<file path="src/rtl/activity_pkg.sv">
// activity_pkg: shared counter type and the single-step counter update.
// Build option ACTIVITY_MON_SATURATE_EN: when defined, counters saturate at
// all-ones; otherwise they wrap modulo 2^CNT_W. In both builds the ovf bit
// flags an increment attempted from the all-ones value.
package activity_pkg;

    localparam int CNT_W = 32;

    typedef logic [CNT_W-1:0] cnt_t;

    typedef struct packed {
        cnt_t value;
        logic ovf;
    } cnt_res_t;

    // Next counter value for one optional increment, plus the overflow flag.
    function automatic cnt_res_t cnt_next(input cnt_t cur, input logic inc);
        cnt_res_t res;
        res.ovf = inc & (&cur);
`ifdef ACTIVITY_MON_SATURATE_EN
        res.value = res.ovf ? cur : cur + cnt_t'(inc);
`else
        res.value = cur + cnt_t'(inc);
`endif
        return res;
    endfunction

endpackage

</file>
<file path="src/rtl/activity_counter.sv">
// activity_counter: one live event counter with synchronous clear,
// window restart and counting enable. step_value is the value the counter
// would take this cycle (current count plus this cycle's increment), which
// the top level captures as a window snapshot.
module activity_counter
    import activity_pkg::*;
(
    input  logic clk,
    input  logic reset_n,
    input  logic clear,
    input  logic restart,
    input  logic en,
    input  logic inc,
    output cnt_t count,
    output cnt_t step_value,
    output logic ovf
);

    cnt_t     count_reg;
    cnt_res_t step_next;

    assign step_next  = cnt_next(count_reg, inc);
    assign step_value = step_next.value;
    assign count      = count_reg;
    // An overflow attempt only matters when the increment is actually applied.
    assign ovf        = en & ~clear & step_next.ovf;

    // Count register: clear dominates, restart zeroes at a window boundary.
    always_ff @(posedge clk or negedge reset_n) begin
        if (!reset_n) begin
            count_reg <= '0;
        end else if (clear) begin
            count_reg <= '0;
        end else if (en) begin
            count_reg <= restart ? '0 : step_next.value;
        end
    end

endmodule

</file>
<file path="src/rtl/activity_monitor.sv">
// activity_monitor: counts FSM state changes, pc_write edges and recovery
// cycles for the power estimator. WINDOW_CYCLES=0 exposes the live counts;
// WINDOW_CYCLES=N publishes a snapshot every N enabled cycles.
// Counter overflow behaviour follows ACTIVITY_MON_SATURATE_EN (see activity_pkg).
module activity_monitor #(
    parameter int STATE_W       = 4,
    parameter int CNT_W         = 32,
    parameter int WINDOW_CYCLES = 0
) (
    input  logic               clk,
    input  logic               reset_n,
    input  logic [STATE_W-1:0] fsm_state,
    input  logic               pc_write,
    input  logic               recovery_active,
    input  logic               count_en,
    input  logic               clear,
    output logic [CNT_W-1:0]   fsm_transition_count,
    output logic [CNT_W-1:0]   pcwrite_toggle_count,
    output logic [CNT_W-1:0]   recovery_cycle_count,
    output logic               window_done,
    output logic               overflow
);
    // CNT_W must equal activity_pkg::CNT_W (32): the estimator inputs are fixed.
    import activity_pkg::*;

    logic [STATE_W-1:0] fsm_state_reg;
    logic               pc_write_reg;
    logic               primed_reg;
    logic               overflow_reg;
    logic [2:0]         inc;
    logic [2:0]         ovf_hit;
    logic               window_end;
    cnt_t               live       [3];
    cnt_t               step_value [3];

    // Channel 0: FSM changes, 1: pc_write edges, 2: recovery cycles.
    // Edge events need a valid previous sample, hence the primed gate.
    assign inc[0] = primed_reg & (fsm_state != fsm_state_reg);
    assign inc[1] = primed_reg & (pc_write != pc_write_reg);
    assign inc[2] = recovery_active;

    // History tracks every cycle, independent of count_en and clear.
    always_ff @(posedge clk or negedge reset_n) begin
        if (!reset_n) begin
            fsm_state_reg <= '0;
            pc_write_reg  <= 1'b0;
        end else begin
            fsm_state_reg <= fsm_state;
            pc_write_reg  <= pc_write;
        end
    end

    // primed arms one edge after reset or clear.
    always_ff @(posedge clk or negedge reset_n) begin
        if (!reset_n) begin
            primed_reg <= 1'b0;
        end else begin
            primed_reg <= ~clear;
        end
    end

    // Sticky overflow: any live counter overflowing sets it until clear/reset.
    always_ff @(posedge clk or negedge reset_n) begin
        if (!reset_n) begin
            overflow_reg <= 1'b0;
        end else if (clear) begin
            overflow_reg <= 1'b0;
        end else if (|ovf_hit) begin
            overflow_reg <= 1'b1;
        end
    end

    assign overflow = overflow_reg;

    genvar gi;
    generate
        for (gi = 0; gi < 3; gi++) begin : g_cnt
            activity_counter u_counter (
                .clk        (clk),
                .reset_n    (reset_n),
                .clear      (clear),
                .restart    (window_end),
                .en         (count_en),
                .inc        (inc[gi]),
                .count      (live[gi]),
                .step_value (step_value[gi]),
                .ovf        (ovf_hit[gi])
            );
        end

        if (WINDOW_CYCLES > 0) begin : g_window
            localparam int WIN_W = (WINDOW_CYCLES > 1) ? $clog2(WINDOW_CYCLES) : 1;
            localparam logic [WIN_W-1:0] WIN_LAST = WIN_W'(WINDOW_CYCLES - 1);

            logic [WIN_W-1:0] win_cnt_reg;
            logic             window_done_reg;
            cnt_t             snap_reg [3];

            assign window_end = count_en & ~clear & (win_cnt_reg == WIN_LAST);

            // Window position in enabled cycles, 0 .. WINDOW_CYCLES-1.
            always_ff @(posedge clk or negedge reset_n) begin
                if (!reset_n) begin
                    win_cnt_reg <= '0;
                end else if (clear) begin
                    win_cnt_reg <= '0;
                end else if (count_en) begin
                    win_cnt_reg <= window_end ? '0 : win_cnt_reg + WIN_W'(1);
                end
            end

            // Publish live+this-cycle increments at the window end, with a done pulse.
            always_ff @(posedge clk or negedge reset_n) begin
                if (!reset_n) begin
                    window_done_reg <= 1'b0;
                    for (int i = 0; i < 3; i++) snap_reg[i] <= '0;
                end else if (clear) begin
                    window_done_reg <= 1'b0;
                    for (int i = 0; i < 3; i++) snap_reg[i] <= '0;
                end else begin
                    window_done_reg <= window_end;
                    if (window_end) begin
                        for (int i = 0; i < 3; i++) snap_reg[i] <= step_value[i];
                    end
                end
            end

            assign fsm_transition_count = snap_reg[0];
            assign pcwrite_toggle_count = snap_reg[1];
            assign recovery_cycle_count = snap_reg[2];
            assign window_done          = window_done_reg;
        end else begin : g_live
            // Step values only feed snapshots; nothing consumes them here.
            logic unused_step;

            assign unused_step          = ^{step_value[0], step_value[1], step_value[2]};
            assign window_end           = 1'b0;
            assign fsm_transition_count = live[0];
            assign pcwrite_toggle_count = live[1];
            assign recovery_cycle_count = live[2];
            assign window_done          = 1'b0;
        end
    endgenerate

endmodule

</file>
<file path="config.mk">
export PLATFORM = sky130hd
export DESIGN_NAME = activity_monitor
export DESIGN_NICKNAME = d
export VERILOG_FILES = /design/src/rtl/activity_pkg.sv /design/src/rtl/activity_counter.sv /design/src/rtl/activity_monitor.sv
export SDC_FILE = /design/constraint.sdc
export NUM_CORES = 1
export LEC_CHECK = 0
export CAP_MARGIN = 20
export CORE_MARGIN = 8
export CORE_UTILIZATION = 30
export CTS_CLUSTER_SIZE = 8
export DETAILED_ROUTE_END_ITERATION = 10
export SYNTH_ARGS = -nofsm -noshare
export SYNTH_HDL_FRONTEND = slang
export SYNTH_HIERARCHICAL = 1
export SYNTH_SLANG_ARGS = --single-unit
</file>
<file path="constraint.sdc">
create_clock -name clk -period 3 [get_ports clk]
set_input_delay 0.6 -clock clk [delete_from_list [all_inputs] [get_ports clk]]
set_output_delay 0.6 -clock clk [all_outputs]
set_load 0.01 [all_outputs]
</file>
==> results_dict.tcl <==
set metrics [dict create \
    netlist_area_mm2 0.00664 \
    first_global_vias 5938 \
    critical_path_class "in -> reg" \
    fin_worst_skew_ns 0.0117 \
    grt_max_degree 57 \
    chipHeight_um 165 \
    power.total_mw 2.91 \
    start_kind "input port" \
    drt-initial-drc-count 507 \
    clock_latency_ns 0.36 \
    p_sw_mw 0.736 \
    clock_sinks 103 \
    switching_share_pct 25.3 \
    ctsHoldBuffers 0 \
    placedCellCount 1106 \
    gr-usage-all-layers_pct 15.0 \
    nets 853 \
    ir_drop_uv 231 \
    die_x_um 165 \
    p_comb_share_pct 7.5 \
    htree_num_levels 3 \
    vias 6383 \
    drc 0 \
    finalCriticalPeriod_ns 2.72 \
    cp_slowest_cell "or4_1" \
    die_area_mm2 0.0271 \
    hold_slack_ns 0.150 \
    slew_headroom_pct 42.5 \
    start_util_pct 30.5 \
    cts_tree "done" \
    fmax_mhz 368 \
    max_stage_delay_ns 0.52 \
    rows 54 \
    place_ws_ns -0.0669 \
    rr_worst_depth 7 \
    end_kind "flip-flop" \
    p_per_area_mw_per_mm2 352 \
    min_path_type "in -> async" \
    pwr-share-seq_pct 48.9 \
    ioPinCount 108 \
    fin_cells 1122 \
    cts_setup_buffers 0 \
    cpLargestDelayFamily "simple AND/OR/NAND/NOR gates" \
    grt_remaining_overflow 0 \
    syn_inst 763 \
    p_leak_nw 3.10 \
    worst_setup_hold_path_clk_slew_ns 0.08 \
    crit_fanout 7 \
    dpl.hpwl_mm 14.5 \
    tightest_slew_ns 0.855 \
    rrSetupSlack_ns 0.65 \
    drive_above_1_share_pct 10.2 \
    finalCritPeriodShare_pct 90.5 \
    largest_reg_flops 96 \
    r2r_start "fsm_state_reg[3]" \
    root_buffer "clkbuf_16" \
    n_antenna_cell 0 \
    synth_warnings 6 \
    hold_viol 0 \
    maxSlewViolCount 0 \
    final-setup-viol-count 0 \
    layout_common_cells "clkdlybuf4s50_1 (105), dfrtp_1 (103), nand2_1 (87)" \
    grt_pass1_wl_mm 33.2 \
    worstPathCellList "clkdlybuf4s50_1, xor2_1, o41a_1, ha_1, and4_1, nand3_4, or4_1, a31o_2" \
    reg2reg_to "g_cnt[0].u_counter/count[28]" \
    status "complete, no violations" \
    syn_area_per_cell_um2 8.70 \
    portBuffers 106 \
    power.internal_mw 2.17 \
    maxCapViolations 0 \
    rsz0062_at_grt "false" \
    syn2layout_area_growth_pct 24.5 \
    ctsResizeCount 0 \
    setup-tns-final_ns 0 \
    first_pass_iters 5 \
    wl_mm 20.5 \
    antenna_found_initial 1 \
    gp_congestion 0.829 \
    postLayoutSetupSlackWorst_ns 0.285 \
    drtAntennaViolNets 0 \
    pwr-share-clk_pct 43.5 \
    core_mm2 0.0218 \
    cts_buffers 9 \
    wl_per_cell_um 18.3 \
    required_ns 3.25 \
    cp.arrival_ns 2.97 \
    cts_buffer_depth 2 \
    drt-vias-per-instance 5.69 \
    path_buf_inv 1 \
    final_common_cell "clkdlybuf4s50_1" \
]
==> power groups by stage <==
stage	Combinational (mW)	Clock (mW)	Sequential (mW)
after floorplan	0.0967	0	1.45
after global placement	0.220	0	1.45
after detailed placement	0.221	0	1.45
after CTS	0.222	1.31	1.42
after global routing	0.243	1.35	1.43
final	0.219	1.27	1.42
==> worst max path at each step <==
stage	start	end	slack, ns	depth (start not counted)
2_1_floorplan	fsm_state[3]	g_cnt[0].u_counter/count[29]	0.59	9
3_3_place_gp	fsm_state[3]	g_cnt[0].u_counter/count[28]	0.008	8
3_5_place_dp	fsm_state[3]	g_cnt[0].u_counter/count[28]	-0.07	8
4_1_cts	fsm_state[3]	g_cnt[0].u_counter/count[28]	0.31	8
5_1_grt	fsm_state[3]	g_cnt[0].u_counter/count[27]	0.19	8
6_report	fsm_state[3]	g_cnt[0].u_counter/count[28]	0.28	8
==> worst reg2reg max path, cell delays in order (launching register included) <==
cell	delay (ns)
dfrtp_1	0.38
xor2_1	0.16
o41a_1	0.29
ha_1	0.20
and4_1	0.30
nand3_4	0.14
or4_1	0.52
a31o_2	0.25
==> metal layers <==
metal | vias up | track usage (%) | share of wire [%]
met5 | - | 0 | 0.063
met4 | 2 | 2.78 | 0.65
met3 | 13 | 3.76 | 7.6
met2 | 197 | 22.3 | 44
met1 | 3133 | 21.5 | 47
li1 | 3038 | - | -
==> stage by stage <==
stage                     area [um^2]  util, %
after floorplan                  6660        -
after global placement           7950     36.5
after detailed placement         7950     36.5
after CTS                        8260     38.0
after global routing             8260     38.0
final                            8260     38.0
==> final cells by class <==
cell class              count  area, um^2
well taps                 280         350
clock inverters             6        73.8
repair buffers            142        1370
fillers                  2187       13500
clock buffers              10         239
flip-flops and latches    103        2580
multi-input cells         556        3560
inverters                  25        93.8
Note: power is estimated with default switching activity, not from simulation.
